File: src/rtl/operand_fetch.sv
// Operand-fetch issue stage: holds one decoded instruction, reads both source
// operands from a registered-read register file and presents them to execute.
// A per-register pending-write scoreboard blocks RAW/WAW hazards until writeback
// retires the outstanding write.
module operand_fetch #(
  parameter int unsigned XLEN     = 32,
  parameter int unsigned AW       = 4,
  parameter int unsigned OP_WIDTH = 8
) (
  input  logic                clk,
  input  logic                reset,
  input  logic                flush,
  input  logic                in_valid,
  output logic                in_ready,
  input  logic [AW-1:0]       in_rs1,
  input  logic [AW-1:0]       in_rs2,
  input  logic [AW-1:0]       in_rd,
  input  logic                in_rd_en,
  input  logic [OP_WIDTH-1:0] in_op,
  output logic                rf_available,
  output logic [AW-1:0]       rf_read_addr_a,
  output logic [AW-1:0]       rf_read_addr_b,
  input  logic [XLEN-1:0]     rf_read_data_a,
  input  logic [XLEN-1:0]     rf_read_data_b,
  input  logic                wb_valid,
  input  logic [AW-1:0]       wb_addr,
  output logic                out_valid,
  input  logic                out_ready,
  output logic [XLEN-1:0]     out_op_a,
  output logic [XLEN-1:0]     out_op_b,
  output logic [AW-1:0]       out_rd,
  output logic                out_rd_en,
  output logic [OP_WIDTH-1:0] out_op
);

  localparam int unsigned NReg = 2 ** AW;

  typedef enum logic [1:0] {StIdle, StCheck, StRead, StOut} state_e;

  state_e                r_state, w_state_next;
  logic [NReg-1:0]       r_pending, w_pending_next;
  logic [AW-1:0]         r_rs1, r_rs2, r_rd;
  logic                  r_rd_en;
  logic [OP_WIDTH-1:0]   r_op;
  logic [XLEN-1:0]       r_op_a, r_op_b;
  logic                  r_valid;
  logic                  r_avail;
  logic                  w_accept, w_issue, w_hazard;

  // Handshakes, hazard test and scoreboard next-state.
  always_comb begin
    in_ready = r_avail & ~flush &
               ((r_state == StIdle) | ((r_state == StOut) & out_ready));
    w_accept = in_valid & in_ready;
    w_issue  = (r_state == StOut) & out_ready & ~flush;
    // A source retiring this very cycle still counts as pending: the register
    // file returns the old value on the edge it is written.
    w_hazard = ((r_rs1 != '0) & r_pending[r_rs1]) |
               ((r_rs2 != '0) & r_pending[r_rs2]) |
               (r_rd_en & (r_rd != '0) & r_pending[r_rd]);
    w_pending_next = r_pending;
    if (wb_valid) w_pending_next[wb_addr] = 1'b0;
    // Set after clear so a same-edge set wins.
    if (w_issue & r_rd_en) w_pending_next[r_rd] = 1'b1;
    w_pending_next[0] = 1'b0;
  end

  // FSM next-state.
  always_comb begin
    w_state_next = r_state;
    unique case (r_state)
      StIdle:  if (w_accept) w_state_next = StCheck;
      StCheck: if (!w_hazard) w_state_next = StRead;
      StRead:  w_state_next = StOut;
      StOut:   if (w_issue) w_state_next = w_accept ? StCheck : StIdle;
      default: w_state_next = StIdle;
    endcase
    if (flush) w_state_next = StIdle;
  end

  // State, scoreboard, instruction latch and operand capture.
  always_ff @(posedge clk or posedge reset) begin
    if (reset) begin
      r_state   <= StIdle;
      r_pending <= '0;
      r_rs1     <= '0;
      r_rs2     <= '0;
      r_rd      <= '0;
      r_rd_en   <= 1'b0;
      r_op      <= '0;
      r_op_a    <= '0;
      r_op_b    <= '0;
      r_valid   <= 1'b0;
      r_avail   <= 1'b0;
    end else begin
      r_avail   <= 1'b1;
      r_state   <= w_state_next;
      r_pending <= w_pending_next;
      if (w_accept) begin
        r_rs1   <= in_rs1;
        r_rs2   <= in_rs2;
        r_rd    <= in_rd;
        r_rd_en <= in_rd_en;
        r_op    <= in_op;
      end
      if ((r_state == StRead) && !flush) begin
        r_op_a  <= rf_read_data_a;
        r_op_b  <= rf_read_data_b;
        r_valid <= 1'b1;
      end
      if (flush || w_issue) r_valid <= 1'b0;
    end
  end

  assign rf_available   = r_avail;
  assign rf_read_addr_a = r_rs1;
  assign rf_read_addr_b = r_rs2;
  assign out_valid      = r_valid;
  assign out_op_a       = r_op_a;
  assign out_op_b       = r_op_b;
  assign out_rd         = r_rd;
  assign out_rd_en      = r_rd_en;
  assign out_op         = r_op;

endmodule

File: config.mk
export PLATFORM = sky130hd
export DESIGN_NAME = operand_fetch
export DESIGN_NICKNAME = d
export VERILOG_FILES = /design/src/rtl/operand_fetch.sv
export SDC_FILE = /design/constraint.sdc
export NUM_CORES = 1
export LEC_CHECK = 0
export CAP_MARGIN = 30
export CORE_ASPECT_RATIO = 0.8
export CORE_MARGIN = 2
export CORE_UTILIZATION = 47
export DETAILED_ROUTE_END_ITERATION = 10
export PLACE_DENSITY_LB_ADDON = 0.25
export SLEW_MARGIN = 0
export SYNTH_ARGS = -nofsm -noshare
export SYNTH_HDL_FRONTEND = slang
export SYNTH_SLANG_ARGS = --single-unit
File: constraint.sdc
create_clock -name clk -period 9.2 [get_ports clk]
set_input_delay 1.38 -clock clk [delete_from_list [all_inputs] [get_ports clk]]
set_output_delay 1.38 -clock clk [all_outputs]
set_load 0.02 [all_outputs]
# After elaboration in Yosys (flattened, before gate mapping)
# Cells that the tools add are included.
# totals
input_bits,95
output_inout_bits,88
reg_bits,104
# classes
eq_ne,6
bitwise_logic,17
muxes,20
reduce_logical,11
n_lt_le_gt_ge,6
# ops
cell,n
$mux W16,2
$lt A4 B5 Y1 const B,4
$and A16 B16 Y16,1
$not A16 Y16,1
$or A16 B16 Y16,1
$bmux W1 S4,3
$reduce_bool A4 Y1,3
$and A1 B1 Y1,10
$ne A3 B3 Y1 const B,3
$demux W1 S4,2
$ge A4 B1 Y1 const B,2
$mux W1,8
$mux W2,4
$pmux W2 S4,1
$eq A2 B2 Y1 const B,2
$logic_and A1 B1 Y1,3
$or A1 B1 Y1,3
$reduce_and A3 Y1,1
$eq A2 B1 Y1 const B,1
$logic_not A2 Y1,1
$reduce_bool A2 Y1,1
$logic_not A1 Y1,1
$logic_or A1 B1 Y1,1
$not A1 Y1,1

# Logic depth before layout (Yosys ltp)
# Gate-level depths: netlist of the first run.
# depth
ltp_word,9
mapped_depth,8
depth_no_buf,8

# Worst setup path before layout of the first run
# Ideal clock, no wire load.
# synth_timing
kind,input port to output port
startpoint,in flush
endpoint,out in_ready
slack_ns,5.679
arrival_time_ns,2.141
path_buffers,1
cell_stages,2
cell_sequence,clkbuf_1 nor3b_1
# synth_between
elab_chain_len,3
# synth_lines
element,line,text
from (decl),12,"input logic flush,"
$not A1 Y1,52,in_ready = r_avail & ~flush &
$and A1 B1 Y1 (2 in series),52,
to (decl),14,"output logic in_ready,"
# Every way passes these cells.

# Worst setup path after layout of the first run
# Ends and elaborated chain as after synthesis.

==> run metrics, run 1 <==
final antenna-violating net count 0; vias in the first global route 3437; GP Congestion 0.911; Cells after Synth 325; vias per std cell 5.40; clock buffer depth 2; sequence of cells on the critical path clkdlybuf4s50_1 > nor3b_1 > clkdlybuf4s50_1; Period Utilization, post-route 48.0%; CTS Root Cell clkbuf_16; hold-fix buffers at CTS 0; Vias 3399; CP delay by family, top buffers and inverters; Resized cells post-CTS 0; endpoint type of the worst setup path primary output; Worst EP required 7.82 ns; initial antenna violation count 0; CP Launch Type input port; Synth Net Count 424; final hold violations 0; sequential-to-total area share from yosys stat 57.5%; YS warnings 0; Util after Layout 70.9%; nets 605; Initial Util 47.7%; Max stage delay on crit path 0.67 ns; Peak VDD IR 206 uV; pwr dens 322 mW/mm^2; core area 0.00949 sq mm; aggregate global-route resource usage 21.9%; Yosys reg bits 104; average cell area after synthesis 13.9 sq um; PortBufs 182; Distinct cells, synth 39; Clock transition at path regs 0.07 ns; Post-CTS Setup Bufs 0; Clock Sinks 104; slew margin rel. 35.8%; prevailing post-synth register cell dfrtp_1; Site Rows 32; HP Class reg2reg; unrepaired setup endpoints after global routing false; setup total negative slack 0 ns; Clock Skew 0.00331 ns; Setup violations, final 0; I/O pins 183; CP arrival 3.04 ns; FFs w/ async S/R, synth 100%; fin crit period 4.42 ns; Buf/Inv on CP 2; area delta synth->final 48.7%; WL/cell 17.6 um; static leakage 2.85 nW; global-route wire length before repair 17700 um; DRC Markers 0; Vert. Die Dim 91.8 um; CTS tree done; diode count 0; Max H-tree Level 3; worst skew pair latency 0.34 ns; critical path peak fanout 8; hpwl dp 8190 um; critical path's slowest cell clkdlybuf4s50_1; Die ar. 0.0104 sq mm; final-layout fill cell count 677; largest net degree at the start of global routing 65; layout cells sized above 1 22.5%; WL final 11000 um; most frequent CP cell clkdlybuf4s50_1; status completed; Synth Cell Area 0.00453 sq mm; gr ovfl total 0; Final Slew Violations 0; Worst-Margin Slew 0.961 ns; EDFF count, synth 0; crit path kind in2out; Max Cap Viol 0; Starting DRT DRC Count 195; fmax 226 MHz; CTS Buf Count 9; Die Width 114 um; DR pass1 iterations 4
per-layer routing:
metal	vias up	part of all wire [%]	GRT usage [%]
met5	-	0	0
met3	21	9.2	7.01
met4	0	2.3	7.72
met1	1678	40	27.9
li1	1541	-	-
met2	159	48	35.3
flip-flops by register name, indices dropped and copies added (netlist names), 2 cells and up:
register / count
r_pending: 15
r_state: 2
rf_read_addr_a: 4
out_op_a: 32
out_rd: 4
rf_read_addr_b: 4
out_op_b: 32
out_op: 8
power by group:
part / switching [mW] / internal (mW) / total, mW
Sequential: 0.146 / 0.646 / 0.792
Clock: 0.157 / 0.204 / 0.362
Combinational: 0.460 / 0.554 / 1.01
cells by family (layout without fill, tap and decap cells):
| logic type | after synthesis | in the layout | share of synthesized area, % |
|---|---|---|---|
| other | 1 | 1 | 0.0829 |
| flip-flops | 104 | 104 | 57.5 |
| adder cells (fa/ha/maj) | 4 | 4 | 1.11 |
| multiplexers | 100 | 100 | 27.2 |
| AND/OR/NAND/NOR | 35 | 35 | 4.17 |
| buffers and inverters | 27 | 212 | 2.74 |
| AO/OA/AOI/OAI | 54 | 54 | 7.19 |
synthesized netlist by cell type (3+ instances only):
cell	instances	share of area, %
dfrtp_1	104	58
ha_1	4	1.1
inv_1	13	1.1
mux2_2	89	22
nand2_1	10	0.83
buf_2	9	1.0
nand2b_1	5	0.69
mux4_2	3	1.5
nand3_1	5	0.55
mux4_1	5	2.9
clkbuf_1	3	0.25
o21ai_0	35	3.9
mux2i_1	3	0.66
worst paths after layout:
check                                               from                  endpoint  cells after the start  slack [ns]
worst min register to register  out_op_b[26]$_DFFE_PP0P_  out_op_b[26]$_DFFE_PP0P_                      1        0.51
worst min-delay path            out_op_b[26]$_DFFE_PP0P_  out_op_b[26]$_DFFE_PP0P_                      1        0.51
max in group asynchronous                          reset     out_valid$_DFFE_PP0P_                      3        6.57
worst max register to register    r_state[0]$_DFFE_PP0P_    r_state[0]$_DFFE_PP0P_                      8        6.60
worst max-delay path                               flush                  in_ready                      3        4.78
min in group asynchronous                          reset  out_op_a[27]$_DFFE_PP0P_                      2        1.48
cells in the final DEF (no fill, tap or decap), types with 3 or more instances in the layout:
master           count
clkbuf_16            9
clkbuf_8             3
clkdlybuf4s50_1    182
dfrtp_1            104
ha_1                 4
inv_1               12
mux2_2              89
mux2i_1              3
mux4_1               5
mux4_2               3
nand2_1             10
nand2b_1             5
nand3_1              5
o21ai_0             35
through the flow:
step | hold WS, ns | power [mW] | cell area (sq um) | setup slack [ns] | cells
2_1_floorplan | 0.492 | 1.32 | 4530 | 5.09 | 325
3_3_place_gp | 0.488 | 1.79 | 6450 | 4.88 | 614
3_5_place_dp | 0.493 | 1.82 | 6450 | 4.85 | 614
4_1_cts | 0.509 | 2.19 | 6730 | 4.85 | 629
5_1_grt | 0.519 | 2.29 | 6730 | 4.73 | 629
6_report | 0.506 | 2.17 | 6730 | 4.78 | 629
final cells by class:
type | instances | area (sq um) | area share (%)
clock buffer | 13 | 270 | 4.02
inverter | 13 | 51.3 | 0.762
tap | 119 | 149 | 2.21
sequential | 104 | 2600 | 38.7
timing repair buffer | 184 | 1840 | 27.3
clock inverter | 2 | 13.8 | 0.204
multi-input combinational | 194 | 1810 | 26.8
Note: power is estimated with default switching activity, not from simulation.
==> run 2, diff against run 1 <==
Settings changed: CORE_UTILIZATION 47 to 43.
Clock period 9.2 ns to 4.3 ns, I/O delays scaled along.
==> run 2 against run 1 <==
  * Routed wire length increased by 3.4%
  * Via count up 0.15%
  * Total power increased by 120%
  * Sequential cell count did not move
  * Critical path depth unchanged
  * Largest power group unchanged
==> run metrics, run 2 (same netlist as run 1, synthesis figures left out) <==
critical path peak fanout 8 (unchanged); hold-fix buffers at CTS 0 (unchanged); status completed; diode count 0 (unchanged); Worst-Margin Slew 0.791 ns (-0.171 ns); Comb pwr share 46.2% (-0.6 points); static leakage 2.87 nW (+0.63%); Worst EP required 3.65 ns (-4.17 ns); Resized cells post-CTS 0 (unchanged); aggregate global-route resource usage 20.6% (-1.2 points); Final Slew Violations 0 (unchanged); DR pass1 iterations 4 (unchanged); Clock Skew 0.00813 ns (+0.00482 ns); Clock transition at path regs 0.06 ns (about the same); DRC Markers 0 (unchanged); setup total negative slack 0 ns (unchanged); Buf/Inv on CP 2 (unchanged); Final Non-Filler Cells 652 (+3.7%); clock share of power 17.9% (+1.2 points); clock buffer depth 2 (unchanged); Net Switching 1.65 mW (+120%); I/O pins 183 (unchanged); CP Launch Type input port; GP Congestion 0.904 (-0.67%); core area 0.0102 sq mm (+7.9%); most frequent CP cell clkdlybuf4s50_1; final hold violations 0 (unchanged); Die Width 119 um (+4.4%); Register Area 0.00260 sq mm (unchanged); vias per std cell 5.22 (-3.4%); Clock Sinks 104 (unchanged); CTS Root Cell clkbuf_16; worst skew pair latency 0.34 ns (about the same); area delta synth->final 50.4%; fin crit period 2.89 ns; Site Rows 33 (+3.1%); initial antenna violation count 0 (unchanged); Period Utilization, post-route 67.1%; Peak VDD IR 373 uV (+81%); CP delay by family, top buffers and inverters; Int Power 3.07 mW (+120%); sw frac 34.9% (-0.32 points); vias in the first global route 3558 (+3.5%); CTS tree done; PortBufs 182 (unchanged); Vias 3404 (+0.15%); layout cells sized above 1 23.0% (+0.50 points); pwr dens 694 mW/mm^2 (+120%); Max H-tree Level 3 (unchanged); sequence of cells on the critical path clkdlybuf4s50_1 > nor3b_1 > clkdlybuf4s50_1; HP Class reg2reg; Max stage delay on crit path 0.66 ns (about the same); Setup violations, final 0 (unchanged); area occupied by multi-input gates 0.00181 sq mm (unchanged); crit path kind in2out; Seq pwr share 36.0% (-0.5 points); Starting DRT DRC Count 170 (-13%); hold_ws 0.504 ns (-0.00258 ns); gr ovfl total 0 (unchanged); most frequent cells in the layout clkdlybuf4s50_1, dfrtp_1, mux2_2; WL final 11400 um (+3.4%); Vert. Die Dim 95.8 um (+4.4%); WL/cell 17.5 um (-0.28%); final-layout fill cell count 812 (+20%); CTS Buf Count 9 (unchanged); nets 607 (+0.33%); leading cell type in the layout, fill and taps excluded clkdlybuf4s50_1; fmax 346 MHz; CP arrival 2.24 ns (-0.80 ns); global-route wire length before repair 18000 um (+2.0%); endpoint type of the worst setup path primary output; Post-Place Cells 636 (+3.6%); slew margin rel. 47.3% (+12 points); largest net degree at the start of global routing 65 (unchanged); Post-CTS Setup Bufs 0 (unchanged); Die ar. 0.0114 sq mm (+8.9%); critical path's slowest cell clkdlybuf4s50_1; final antenna-violating net count 0 (unchanged); Max Cap Viol 0 (unchanged); Initial Util 44.2% (-3.5 points); unrepaired setup endpoints after global routing false; hpwl dp 8460 um (+3.3%)
==> run 2: final timing paths <==
kind                                         from                  endpoint  slack, ns  depth (start not counted)
max                                         flush                  in_ready       1.41                          3
min                         out_op[7]$_DFFE_PP0P_     out_op[7]$_DFFE_PP0P_       0.50                          1
max reg2reg                r_state[0]$_DFFE_PP0P_    r_state[0]$_DFFE_PP0P_       2.04                          8
min reg2reg                 out_op[7]$_DFFE_PP0P_     out_op[7]$_DFFE_PP0P_       0.50                          1
max in group asynchronous                   reset   out_op_b[2]$_DFFE_PP0P_       2.65                          3
min in group asynchronous                   reset  out_op_b[31]$_DFFE_PP0P_       0.81                          2
==> run 2: metrics by stage <==
step           cell area [sq um]  worst slack, ns  util (%)  power (mW)
2_1_floorplan               4530            0.923         -        2.83
3_3_place_gp                6480             1.36      63.3        3.84
3_5_place_dp                6480             1.21      63.3        3.91
4_1_cts                     6790             1.43      66.3        4.78
5_1_grt                     6810             1.38      66.5        4.99
6_report                    6810             1.41      66.5        4.72
==> run 2: worst register-to-register path: stages (launching register included) <==
cell and delay [ns]:
dfrtp_1 0.42, inv_1 0.15, ha_1 0.23, a21oi_1 0.06, nor3b_1 0.25, nand2_1 0.41, nor4_1 0.39, o221ai_1 0.15
o41ai_1 0.09
==> run 2: layout make-up <==
| cell class | instances | area share [%] |
|---|---|---|
| Tap cell | 140 | 2.57 |
| Multi-Input combinational cell | 194 | 26.5 |
| Clock inverter | 6 | 1.25 |
| Sequential cell | 104 | 38.2 |
| Inverter | 13 | 0.754 |
| Timing Repair Buffer | 186 | 27.3 |
| Clock buffer | 9 | 3.31 |
==> run 2: per-layer routing <==
layer	GRT usage [%]	part of all wire (%)
met3	10.2	12
met1	25.2	41
met4	7.04	1.8
met5	0	0
met2	32.2	46
==> run 2: power by group through the flow <==
stage               Combinational, mW  Sequential, mW  Clock, mW
global route                     2.31            1.77      0.911
finish                           2.18            1.70      0.843
floorplan                       0.715            2.12          0
global placement                 2.16            1.69          0
CTS                              2.20            1.70      0.878
detailed placement               2.19            1.72          0
